File: config.mk
export PLATFORM = sky130hd
export DESIGN_NAME = periph_arbiter
export DESIGN_NICKNAME = d
export VERILOG_FILES = /design/src/rtl/periph_arbiter.sv
export SDC_FILE = /design/constraint.sdc
export NUM_CORES = 1
export LEC_CHECK = 0
export CAP_MARGIN = 20
export CORE_AREA = 2 2 84 102
export DETAILED_ROUTE_END_ITERATION = 6
export DIE_AREA = 0 0 86 104
export PLACE_DENSITY = 0.91
export SYNTH_ARGS = -nofsm -noshare
export SYNTH_HDL_FRONTEND = slang
export SYNTH_SLANG_ARGS = --single-unit
File: constraint.sdc
create_clock -name clk -period 4.6 [get_ports clk]
set_clock_uncertainty 0.1 [all_clocks]
set_input_delay 0.92 -clock clk [delete_from_list [all_inputs] [get_ports clk]]
set_output_delay 0.92 -clock clk [all_outputs]
set_load 0.05 [all_outputs]
File: src/rtl/periph_arbiter.sv
// periph_arbiter: round-robin arbiter funnelling NUM_PERIPHS word sources into one registered word
// for the ft601_controller. Define PERIPH_ARB_BURST_EN to hold a grant for up to MAX_BURST words.
module periph_arbiter #(
  parameter int unsigned NUM_PERIPHS = 4,
  parameter int unsigned MAX_BURST   = 8
) (
  input  logic                             clk,
  input  logic                             rst_l,
  input  logic [NUM_PERIPHS-1:0]           req_valid,
  input  logic [NUM_PERIPHS*32-1:0]        req_data,
  input  logic [NUM_PERIPHS*4-1:0]         req_be,
  output logic [NUM_PERIPHS-1:0]           req_ready,
  output logic [31:0]                      data_i,
  output logic [3:0]                       i_valid,
  output logic                             periph_data_available,
  input  logic                             read_periph_data,
  output logic [$clog2(NUM_PERIPHS)-1:0]   grant_id
);

  localparam int unsigned IdW  = $clog2(NUM_PERIPHS);
  localparam int unsigned CntW = 8;
`ifdef PERIPH_ARB_BURST_EN
  localparam int unsigned BurstLim = MAX_BURST;
`else
  // Without bursts every grant ends after a single word; MAX_BURST has no effect.
  localparam int unsigned BurstLim = 1 + 0 * MAX_BURST;
`endif

  typedef enum logic {IDLE, GRANT} state_t;

  state_t            state_q, state_d;
  logic [IdW-1:0]    grant_q, grant_d;
  logic [IdW-1:0]    rr_ptr_q, rr_ptr_d;
  logic [CntW-1:0]   burst_q, burst_d;
  logic [31:0]       data_q, data_d;
  logic [3:0]        be_q, be_d;
  logic              avail_q, avail_d;

  logic              found;
  logic [IdW-1:0]    pick;
  logic [IdW-1:0]    cand;
  logic              load;
  logic [CntW-1:0]   burst_inc;

  // First requester searching upward from rr_ptr+1, wrapping modulo NUM_PERIPHS.
  always_comb begin
    found = 1'b0;
    pick  = '0;
    cand  = '0;
    for (int unsigned i = 1; i <= NUM_PERIPHS; i++) begin
      cand = IdW'((32'(rr_ptr_q) + i) % NUM_PERIPHS);
      if (!found && req_valid[cand]) begin
        found = 1'b1;
        pick  = cand;
      end
    end
  end

  // A word is popped when the output register is free (empty or being read this edge).
  always_comb begin
    load      = (state_q == GRANT) && (!avail_q || read_periph_data) && req_valid[grant_q];
    burst_inc = burst_q + CntW'(1);
    req_ready = '0;
    req_ready[grant_q] = load;
  end

  always_comb begin
    state_d  = state_q;
    grant_d  = grant_q;
    rr_ptr_d = rr_ptr_q;
    burst_d  = burst_q;
    data_d   = data_q;
    be_d     = be_q;
    avail_d  = avail_q && !read_periph_data;
    case (state_q)
      IDLE: begin
        if (found) begin
          grant_d  = pick;
          rr_ptr_d = pick;
          burst_d  = '0;
          state_d  = GRANT;
        end
      end
      GRANT: begin
        if (!req_valid[grant_q]) begin
          state_d = IDLE;
        end else if (load) begin
          data_d  = req_data[32'(grant_q)*32 +: 32];
          be_d    = req_be[32'(grant_q)*4 +: 4];
          avail_d = 1'b1;
          burst_d = burst_inc;
          if (burst_inc == CntW'(BurstLim)) state_d = IDLE;
        end
      end
      default: state_d = IDLE;
    endcase
  end

  always_ff @(posedge clk or negedge rst_l) begin
    if (!rst_l) begin
      state_q  <= IDLE;
      grant_q  <= '0;
      rr_ptr_q <= IdW'(NUM_PERIPHS - 1);
      burst_q  <= '0;
      data_q   <= '0;
      be_q     <= '0;
      avail_q  <= 1'b0;
    end else begin
      state_q  <= state_d;
      grant_q  <= grant_d;
      rr_ptr_q <= rr_ptr_d;
      burst_q  <= burst_d;
      data_q   <= data_d;
      be_q     <= be_d;
      avail_q  <= avail_d;
    end
  end

  assign data_i                = data_q;
  assign i_valid               = be_q;
  assign periph_data_available = avail_q;
  assign grant_id              = grant_q;

endmodule

Word level (Yosys, flattened, before mapping)
Index checks and enable logic that the tools add are counted.
W data, S select, Z words.
{ "op_classes": {"n_addsub": 5, "shift": 2, "n_mux": 32, "order_cmp": 6, "n_reduce_logical": 16, "n_bitwise": 2, "eq_ne": 4} }
{ "op_table": {"columns": ["cell", "count"], "rows": [
  ["$shiftx A128 B8 Y32", 1],
  ["$mux W8", 3],
  ["$mux W1", 17],
  ["$pmux W8 S2", 1],
  ["$shiftx A16 B5 Y4", 1],
  ["$lt A2 B3 Y1 const B", 5],
  ["$bmux W1 S2", 5],
  ["$add A8 B1 Y8 const B", 1],
  ["$eq A8 B1 Y1 const B", 1],
  ["$mux W2", 4],
  ["$logic_and A1 B1 Y1", 7],
  ["$reduce_and A3 Y1", 2],
  ["$logic_not A1 Y1", 5],
  ["$add A2 B1 Y2 const B", 2],
  ["$add A2 B2 Y2 const B", 2],
  ["$and A4 B4 Y4", 1],
  ["$ne A2 B1 Y1 const B", 2],
  ["$demux W1 S2", 1],
  ["$ge A2 B1 Y1 const B", 1],
  ["$ne A2 B2 Y1 const B", 1],
  ["$pmux W1 S2", 1],
  ["$reduce_and A2 Y1", 1],
  ["$logic_or A1 B1 Y1", 1],
  ["$not A1 Y1", 1]
]} }
{ "totals": {"output_inout_bits": 43, "input_bits": 151, "word_cells": 74, "register_bits": 50} }

Longest topological paths before layout
Gate-level depths: netlist of run 1.
{ "logic_depth": {"ltp_word": 15, "depth_mapped": 8, "mapped_depth_nobuf": 5} }

Least setup slack after synthesis of run 1
Ideal clock, no wire load.
{ "synth_path": {"path_type": "input -> output", "startpoint": "in req_valid[2]", "endpoint": "out req_ready[2]", "cell_stages": 5, "required_ns": 3.580, "path_slack_ns": 0.785, "n_path_buf": 2, "t_arrival_ns": 2.795, "path_cell_list": "mux4_2 -> nand3_1 -> buf_2 -> buf_2 -> nor3b_1"} }
{ "synth_between": {"elab_chain_cells": 4} }
{ "synth_lines": {"columns": ["element", "line_no", "source"], "rows": [
  ["start: declaration", "9", "input logic [NUM_PERIPHS-1:0] req_valid,"],
  ["$bmux W1 S2", "61", "load = (state_q == GRANT) && (!avail_q || read_periph_data) && req_valid[grant_q];"],
  ["$mux W1 (not written as such)", "61", null],
  ["$logic_and A1 B1 Y1", "61", null],
  ["$and A4 B4 Y4 (no source line)", null, null],
  ["end: declaration", "12", "output logic [NUM_PERIPHS-1:0] req_ready,"]
]} }
No other way between the ends. The select of a mux whose other input is x is not followed.

Worst setup path after layout of run 1
{ "layout_path": {"startpoint": "in req_valid[3]", "endpoint": "out req_ready[2]"} }
The elaborated chain is that of the path after synthesis.

==> metrics.txt, run 1 <==
# TYPE chip_impl_metric gauge
chip_impl_metric{name="syn2layout_area_growth",unit="%"} 64.63
chip_impl_info{name="cts_tree",value="done"} 1
chip_impl_metric{name="gp_congestion",unit=""} 0.8405
chip_impl_info{name="hold_path_end",value="data_i[1]$_DFFE_PN0P_"} 1
chip_impl_metric{name="mappedNetlistNets",unit=""} 457
chip_impl_metric{name="clock_power_share",unit="%"} 8.3
chip_impl_info{name="worstSetupPathType",value="in -> out"} 1
chip_impl_metric{name="design.die.area",unit="sq mm"} 0.008944
chip_impl_info{name="hp-class",value="reg -> reg"} 1
chip_impl_metric{name="fmax",unit="MHz"} 257.1
chip_impl_metric{name="chipHeight",unit="um"} 104
chip_impl_info{name="endpoint_of_the_worst_register_to_register_path",value="burst_q[2]$_DFFE_PN0P_"} 1
chip_impl_metric{name="crit_path_max_incr_delay",unit="ns"} 0.60
chip_impl_metric{name="power_frac_seq",unit="%"} 26.4
chip_impl_metric{name="slew_of_the_pin_with_the_lowest_slew_margin",unit="ns"} 0.9617
chip_impl_metric{name="final.hold.worst_slack",unit="ns"} 0.3827
chip_impl_metric{name="first_global_vias",unit=""} 3368
chip_impl_metric{name="final_period_minus_worst_setup_slack",unit="ns"} 3.889
chip_impl_metric{name="maximum_vdd_ir_drop",unit="mV"} 0.4223
chip_impl_metric{name="synthesis.area_per_instance",unit="sq um"} 10.43
chip_impl_metric{name="layout_net_count",unit=""} 637
chip_impl_metric{name="data_arrival_time_of_the_worst_path",unit="ns"} 2.87
chip_impl_metric{name="clock_insertion_delay_worst_skew",unit="ns"} 0.30
chip_impl_info{name="critPathLaunchType",value="input port"} 1
chip_impl_metric{name="worst_setup_hold_path_clk_slew",unit="ns"} 0.09
chip_impl_metric{name="yosysSeqAreaShare",unit="%"} 39.56
chip_impl_metric{name="gr-total-overflow",unit=""} 0
chip_impl_metric{name="placed_area",unit="sq mm"} 0.005131
chip_impl_info{name="status",value="finished clean"} 1
chip_impl_metric{name="gr-usage-all-layers",unit="%"} 24.01
chip_impl_metric{name="timing.max_slew.rel_slack",unit="%"} 35.89
chip_impl_metric{name="chipWidth",unit="um"} 86
chip_impl_metric{name="clock_tree.buffer_depth",unit=""} 2
chip_impl_metric{name="max_slew_violation_total_from_the_final_report",unit=""} 0
chip_impl_info{name="critPathSlowestCell",value="sky130_fd_sc_hd__clkdlybuf4s50_1"} 1
chip_impl_metric{name="clkSinkCount",unit=""} 50
chip_impl_metric{name="netlist-cell-type-count",unit=""} 37
chip_impl_metric{name="cap_violations",unit=""} 0
chip_impl_metric{name="post_cts_resize_count",unit=""} 0
chip_impl_metric{name="core_region_area",unit="sq mm"} 0.007973
chip_impl_metric{name="vias",unit=""} 3160
chip_impl_metric{name="timing.reg2reg.setup_slack",unit="ns"} 1.63
chip_impl_metric{name="crit_required",unit="ns"} 3.58
chip_impl_metric{name="synthArstFlopShare",unit="%"} 100.0
chip_impl_info{name="cts_root_buffer",value="sky130_fd_sc_hd__clkbuf_8"} 1
chip_impl_metric{name="switch_pwr",unit="mW"} 1.551
chip_impl_metric{name="ctsHtreeMaxLevel",unit=""} 2
chip_impl_info{name="dominant_delay_contributor_by_cell_family_on_the_critical_path",value="simple AND/OR/NAND/NOR gates"} 1
chip_impl_metric{name="drt-pass1-iter-count",unit=""} 4
chip_impl_metric{name="grt_antenna_before_repair",unit=""} 0
chip_impl_metric{name="synth_warnings",unit=""} 0
chip_impl_metric{name="post_synth_inst_count",unit=""} 304
chip_impl_metric{name="critPathBufInv",unit=""} 2
chip_impl_info{name="worstSetupEndpointType",value="primary output"} 1
chip_impl_metric{name="fraction_of_final_layout_cells_with_drive_strength_greater_than_1",unit="%"} 11.98
chip_impl_metric{name="core.rowCount",unit=""} 36
chip_impl_metric{name="timing_hold_violations_final",unit=""} 0
chip_impl_metric{name="synth_edf_count",unit=""} 0
chip_impl_metric{name="power.switching_fraction",unit="%"} 49.04
chip_impl_metric{name="remaining_drc_errors",unit=""} 0
chip_impl_info{name="ys.flop_type",value="sky130_fd_sc_hd__dfrtp_1"} 1
chip_impl_metric{name="power.leakage",unit="nW"} 2.219
chip_impl_metric{name="detailedRoute.firstIterationViolations",unit=""} 178
chip_impl_info{name="timing.critical_path.cells",value="clkdlybuf4s50_1 -> mux4_2 -> nand3_2 -> nor3b_1 -> buf_12"} 1
chip_impl_metric{name="grt_first_pass_wirelength",unit="mm"} 16.66
chip_impl_metric{name="worstHoldPathCells",unit=""} 2
chip_impl_metric{name="timing.reg2reg.worst_path_depth",unit=""} 5
chip_impl_metric{name="layout_worst_path_cycle_share",unit="%"} 84.54
chip_impl_metric{name="vias_per_cell",unit=""} 5.458
chip_impl_metric{name="cts_inserted_buffers",unit=""} 5
chip_impl_info{name="setup_repair_after_global_routing_missed_its_margin",value="no"} 1
chip_impl_info{name="synth_top_area_cell",value="sky130_fd_sc_hd__dfrtp_1"} 1
chip_impl_metric{name="detail_route.wl_per_cell",unit="um"} 18.22
chip_impl_metric{name="comb_power_share",unit="%"} 65.3
chip_impl_info{name="holdCritStartpoint",value="data_i[1]$_DFFE_PN0P_"} 1
chip_impl_info{name="mostFrequentLayoutCell",value="sky130_fd_sc_hd__clkdlybuf4s50_1"} 1
chip_impl_metric{name="grt_max_degree",unit=""} 51
chip_impl_metric{name="start_util",unit="%"} 39.75
chip_impl_metric{name="power.internal",unit="mW"} 1.612
chip_impl_metric{name="synth-seq-cells",unit=""} 50
chip_impl_metric{name="post_cts.repair.setup_buffers",unit=""} 0
chip_impl_info{name="commonest_non_fill_non_tap_cells_in_the_layout",value="sky130_fd_sc_hd__clkdlybuf4s50_1, sky130_fd_sc_hd__nand2_1, sky130_fd_sc_hd__dfrtp_1, sky130_fd_sc_hd__mux4_2"} 1
chip_impl_metric{name="ant_nets",unit=""} 0
chip_impl_metric{name="synth_area",unit="sq mm"} 0.003169
chip_impl_info{name="ys_top_cells_by_area",value="sky130_fd_sc_hd__dfrtp_1, sky130_fd_sc_hd__mux4_2, sky130_fd_sc_hd__nand2_1"} 1
chip_impl_metric{name="power.density",unit="mW/mm^2"} 606.3
chip_impl_metric{name="ios",unit=""} 194
chip_impl_metric{name="finished_layout_cell_area",unit="sq mm"} 0.005218
chip_impl_metric{name="port-buffer-count",unit=""} 193
chip_impl_metric{name="place.detailed.hpwl",unit="mm"} 8.287
chip_impl_metric{name="critical_path.max_fanout",unit=""} 19
chip_impl_metric{name="drt_wl_total",unit="mm"} 10.55
chip_impl_metric{name="ctsHoldBuffers",unit=""} 0
chip_impl_metric{name="setup_total_negative_slack",unit="ns"} 0
chip_impl_metric{name="area_share_of_the_leading_cell_type_in_the_synthesized_netlist",unit="%"} 37.90
chip_impl_info{name="r2r_start",value="grant_id[1]$_DFFE_PN0P_"} 1
chip_impl_metric{name="antennaDiodeCount",unit=""} 0
chip_impl_metric{name="setup_viol",unit=""} 0
-- sequential cells by signal, summed over array words and instances (netlist names) --
name and cells:
burst_q 8, periph_data_available 1, i_valid 4, rr_ptr_q 2, state_q 1, grant_id 2, data_i 32
-- synthesized netlist by cell type, types with 2 or more instances --
library cell               count
sky130_fd_sc_hd__mux4_2       37
sky130_fd_sc_hd__nand3_1       7
sky130_fd_sc_hd__a31oi_1       2
sky130_fd_sc_hd__ha_1          2
sky130_fd_sc_hd__dfstp_2       2
sky130_fd_sc_hd__buf_2         8
sky130_fd_sc_hd__nor3b_1       5
sky130_fd_sc_hd__inv_1         3
sky130_fd_sc_hd__dfrtp_1      48
sky130_fd_sc_hd__nand2_1     117
sky130_fd_sc_hd__and3_1        4
sky130_fd_sc_hd__clkbuf_1     10
sky130_fd_sc_hd__a211o_1       3
sky130_fd_sc_hd__nor2b_1       2
sky130_fd_sc_hd__o211ai_1      2
sky130_fd_sc_hd__a21o_1        3
sky130_fd_sc_hd__buf_6         5
sky130_fd_sc_hd__o21a_1        2
sky130_fd_sc_hd__nor2_1        5
sky130_fd_sc_hd__a21oi_1       6
sky130_fd_sc_hd__nor3_1        6
sky130_fd_sc_hd__xnor2_1       2
sky130_fd_sc_hd__o21ai_0       4
sky130_fd_sc_hd__nand2b_1      6
-- worst max path at each step --
stage,start,endpoint,slack (ns),depth (start not counted)
global route,req_valid[3],req_ready[2],0.58,5
global placement,req_valid[1],req_ready[2],0.78,5
CTS,req_valid[1],req_ready[2],0.72,5
detailed placement,req_valid[3],req_ready[2],0.72,5
floorplan,req_valid[2],req_ready[2],0.79,5
finish,req_valid[3],req_ready[2],0.71,5
-- metal layers --
| layer | global-route usage [%] | share of wire [%] | vias to the layer above |
|---|---|---|---|
| li1 | - | - | 1433 |
| met1 | 26.12 | 35 | 1508 |
| met2 | 42.52 | 52 | 177 |
| met3 | 5.317 | 7.3 | 42 |
| met4 | 12.70 | 5.5 | 0 |
| met5 | 0 | 0 | - |
-- worst min-delay path: stages, from the launching register on --
cell                      delay [ns]
sky130_fd_sc_hd__dfrtp_1        0.35
sky130_fd_sc_hd__nand2_1        0.05
sky130_fd_sc_hd__nand2_1        0.05
-- area by class of cell --
class / count / area (sq um)
Fill cell: 610 / 2755
Timing Repair Buffer: 196 / 1969
Multi-Input combinational cell: 228 / 1775
Sequential cell: 50 / 1256
Tap cell: 95 / 118.9
Clock buffer: 7 / 86.33
Inverter: 3 / 11.26
-- stage by stage --
step	std cells	utilization [%]	total power [mW]	setup slack (ns)
finish	579	65.44	3.163	0.7111
global route	579	65.44	3.359	0.5752
CTS	579	65.44	3.185	0.7181
detailed placement	572	64.36	2.920	0.7202
global placement	572	64.36	2.850	0.7808
floorplan	304	-	2.252	0.7852
-- power by group through the flow --
stage                     registers, mW  clock network [mW]  logic (mW)
after CTS                         0.835               0.267        2.08
after global placement            0.825                   0        2.03
after global routing              0.867               0.288        2.20
after floorplan                    1.32                   0       0.935
after detailed placement          0.841                   0        2.08
final                             0.836               0.262        2.07
-- cells by family after synthesis --
family,count (synthesis),share of synthesized area (%)
mux,38,26.61
fa+ha+maj,2,0.7895
simple gates,159,21.91
xor+xnor,2,0.5528
compound gates,27,6.001
buf+inv,26,4.580
flops,50,39.56
(Power assumes the default switching activity.)
==> run 2, diff against run 1 <==
Settings changed: CORE_AREA 2 2 84 102 to 2 2 87 106, DIE_AREA 0 0 86 104 to 0 0 89 108, PLACE_DENSITY 0.91 to 0.86.
Clock period 4.6 ns to 3.7 ns, I/O delays scaled along.
==> run 2 against run 1 <==
- sequential power rose by 18%
- worst hold slack got worse by 0.067 ns
- clock power rose by 27%
- register-to-register slack got worse by 0.36 ns
- total power rose by 24%
- worst setup slack got worse by 0.27 ns
- global-route usage fell by 3.9 points
- largest power group unchanged
==> metrics.txt, run 2 (synthesis results as in run 1) <==
# TYPE chip_impl_metric gauge
chip_impl_info{name="hp-class",value="in -> async"} 1
chip_impl_metric{name="power.leakage",unit="nW"} 2.239
chip_impl_metric{name="fraction_of_final_layout_cells_with_drive_strength_greater_than_1",unit="%"} 12.73
chip_impl_metric{name="worst_setup_hold_path_clk_slew",unit="ns"} 0.10
chip_impl_metric{name="critPathBufInv",unit=""} 2
chip_impl_info{name="status",value="finished clean"} 1
chip_impl_metric{name="design.die.area",unit="sq mm"} 0.009612
chip_impl_metric{name="drt_wl_total",unit="mm"} 9.962
chip_impl_metric{name="timing.critical_path.depth",unit=""} 5
chip_impl_metric{name="antennaDiodeCount",unit=""} 0
chip_impl_info{name="worstSetupPathType",value="in -> out"} 1
chip_impl_metric{name="timing.max_slew.rel_slack",unit="%"} 51.71
chip_impl_metric{name="layout_worst_path_cycle_share",unit="%"} 88.12
chip_impl_metric{name="placed_area",unit="sq mm"} 0.005164
chip_impl_metric{name="timing_hold_violations_final",unit=""} 0
chip_impl_info{name="mostFrequentLayoutCell",value="sky130_fd_sc_hd__clkdlybuf4s50_1"} 1
chip_impl_metric{name="gp_congestion",unit=""} 0.8779
chip_impl_metric{name="vias_per_cell",unit=""} 5.164
chip_impl_metric{name="setup_viol",unit=""} 0
chip_impl_metric{name="ctsHtreeMaxLevel",unit=""} 2
chip_impl_metric{name="clock_insertion_delay_worst_skew",unit="ns"} 0.30
chip_impl_metric{name="grt_first_pass_wirelength",unit="mm"} 14.84
chip_impl_metric{name="core_region_area",unit="sq mm"} 0.008518
chip_impl_metric{name="fmax",unit="MHz"} 306.7
chip_impl_metric{name="cts_inserted_buffers",unit=""} 5
chip_impl_info{name="cts_root_buffer",value="sky130_fd_sc_hd__clkbuf_8"} 1
chip_impl_info{name="dominant_delay_contributor_by_cell_family_on_the_critical_path",value="buffers and inverters"} 1
chip_impl_metric{name="power.density",unit="mW/mm^2"} 745.3
chip_impl_metric{name="clkSinkCount",unit=""} 50
chip_impl_metric{name="finished_layout_cell_area",unit="sq mm"} 0.005275
chip_impl_metric{name="clock_tree.buffer_depth",unit=""} 2
chip_impl_metric{name="first_global_vias",unit=""} 3248
chip_impl_metric{name="slew_of_the_pin_with_the_lowest_slew_margin",unit="ns"} 0.7244
chip_impl_metric{name="ant_nets",unit=""} 0
chip_impl_metric{name="max_slew_violation_total_from_the_final_report",unit=""} 0
chip_impl_metric{name="remaining_drc_errors",unit=""} 0
chip_impl_metric{name="chipHeight",unit="um"} 108
chip_impl_metric{name="drt-pass1-iter-count",unit=""} 4
chip_impl_info{name="commonest_non_fill_non_tap_cells_in_the_layout",value="sky130_fd_sc_hd__clkdlybuf4s50_1, sky130_fd_sc_hd__nand2_1, sky130_fd_sc_hd__dfrtp_1, sky130_fd_sc_hd__mux4_2"} 1
chip_impl_info{name="critPathLaunchType",value="input port"} 1
chip_impl_metric{name="final_core_util",unit="%"} 61.93
chip_impl_metric{name="post_cts_resize_count",unit=""} 0
chip_impl_metric{name="gr-usage-all-layers",unit="%"} 20.06
chip_impl_info{name="crit_start",value="read_periph_data"} 1
chip_impl_metric{name="core.rowCount",unit=""} 37
chip_impl_info{name="critPathSlowestCell",value="sky130_fd_sc_hd__clkdlybuf4s50_1"} 1
chip_impl_metric{name="ios",unit=""} 194
chip_impl_metric{name="ctsHoldBuffers",unit=""} 0
chip_impl_metric{name="cap_violations",unit=""} 0
chip_impl_metric{name="post_cts.repair.setup_buffers",unit=""} 0
chip_impl_info{name="setup_repair_after_global_routing_missed_its_margin",value="no"} 1
chip_impl_metric{name="crit_required",unit="ns"} 2.86
chip_impl_info{name="crit_top_cell",value="sky130_fd_sc_hd__clkdlybuf4s50_1"} 1
chip_impl_metric{name="timing.reg2reg.setup_slack",unit="ns"} 1.27
chip_impl_info{name="timing.critical_path.cells",value="clkdlybuf4s50_1 -> nand2b_1 -> nand3_1 -> nor2_1 -> clkdlybuf4s50_1"} 1
chip_impl_metric{name="nFillCells",unit=""} 723
chip_impl_metric{name="largest_register_ffs",unit=""} 32
chip_impl_metric{name="final_period_minus_worst_setup_slack",unit="ns"} 3.261
chip_impl_metric{name="detail_route.wl_per_cell",unit="um"} 16.49
chip_impl_metric{name="place.detailed.hpwl",unit="mm"} 7.828
chip_impl_metric{name="syn2layout_area_growth",unit="%"} 66.44
chip_impl_metric{name="crit_path_max_incr_delay",unit="ns"} 0.81
chip_impl_metric{name="grt_max_degree",unit=""} 51
chip_impl_metric{name="vias",unit=""} 3119
chip_impl_metric{name="maximum_vdd_ir_drop",unit="mV"} 0.2966
chip_impl_metric{name="timing.reg2reg.worst_path_depth",unit=""} 5
chip_impl_metric{name="start_util",unit="%"} 37.21
chip_impl_metric{name="setup_total_negative_slack",unit="ns"} 0
chip_impl_metric{name="layout_net_count",unit=""} 639
chip_impl_info{name="cts_tree",value="done"} 1
chip_impl_metric{name="grt_antenna_before_repair",unit=""} 0
chip_impl_metric{name="chipWidth",unit="um"} 89
chip_impl_metric{name="data_arrival_time_of_the_worst_path",unit="ns"} 2.42
chip_impl_info{name="worstSetupEndpointType",value="primary output"} 1
chip_impl_info{name="r2r_start",value="grant_id[1]$_DFFE_PN0P_"} 1
chip_impl_metric{name="gr-total-overflow",unit=""} 0
chip_impl_metric{name="port-buffer-count",unit=""} 193
chip_impl_metric{name="detailedRoute.firstIterationViolations",unit=""} 94
chip_impl_metric{name="critical_path.max_fanout",unit=""} 4
run 2: cell types whose count changed in the layout (fill, tap and decap cells not counted):
cell and delta:
sky130_fd_sc_hd__buf_4 +2, sky130_fd_sc_hd__buf_12 +1, sky130_fd_sc_hd__clkdlybuf4s50_1 -1, sky130_fd_sc_hd__clkinv_2 +1
run 2: final timing paths:
check	to
max	req_ready[3]
min	grant_id[1]$_DFFE_PN0P_
max reg2reg	burst_q[5]$_DFFE_PN0P_
min reg2reg	data_i[27]$_DFFE_PN0P_
max in group asynchronous	burst_q[5]$_DFFE_PN0P_
min in group clk	data_i[27]$_DFFE_PN0P_
run 2: metrics by stage:
stage	total power [mW]	worst slack [ns]	cells	hold WS, ns
2_1_floorplan	2.800	0.1182	304	0.3444
3_3_place_gp	3.555	0.4676	595	0.3577
3_5_place_dp	3.632	0.4438	595	0.3612
4_1_cts	3.969	0.4418	603	0.3827
5_1_grt	4.174	0.3895	604	0.3452
6_report	3.931	0.4395	604	0.3155
run 2: report_power, final:
part	switching, mW	total, mW	internal, mW
Sequential	0.191	0.984	0.793
Clock	0.180	0.332	0.151
Combinational	1.55	2.62	1.07
run 2: layout make-up:
class,instances,area (sq um),area share [%]
sequential,50,1256,23.81
clock inverter,1,5.005,0.09488
inverter,3,11.26,0.2135
timing repair buffer,198,1994,37.81
tap,117,146.4,2.775
clock buffer,7,86.33,1.637
multi-input combinational,228,1775,33.66
run 2: worst reg2reg max path: stages, from the launching register on:
cell and delay (ns):
sky130_fd_sc_hd__dfrtp_2 0.65, sky130_fd_sc_hd__mux4_2 0.62, sky130_fd_sc_hd__nand3_2 0.13, sky130_fd_sc_hd__buf_4 0.42
sky130_fd_sc_hd__nor3_1 0.11, sky130_fd_sc_hd__a211o_1 0.28
run 2: per-layer routing:
metal  global-route usage [%]  wire length [um]  vias up
met2                    38.86              5484      155
li1                         -                 -     1439
met4                    7.143               308        0
met3                    3.969               836       23
met1                    20.80              3332     1502
met5                        0                 0        -
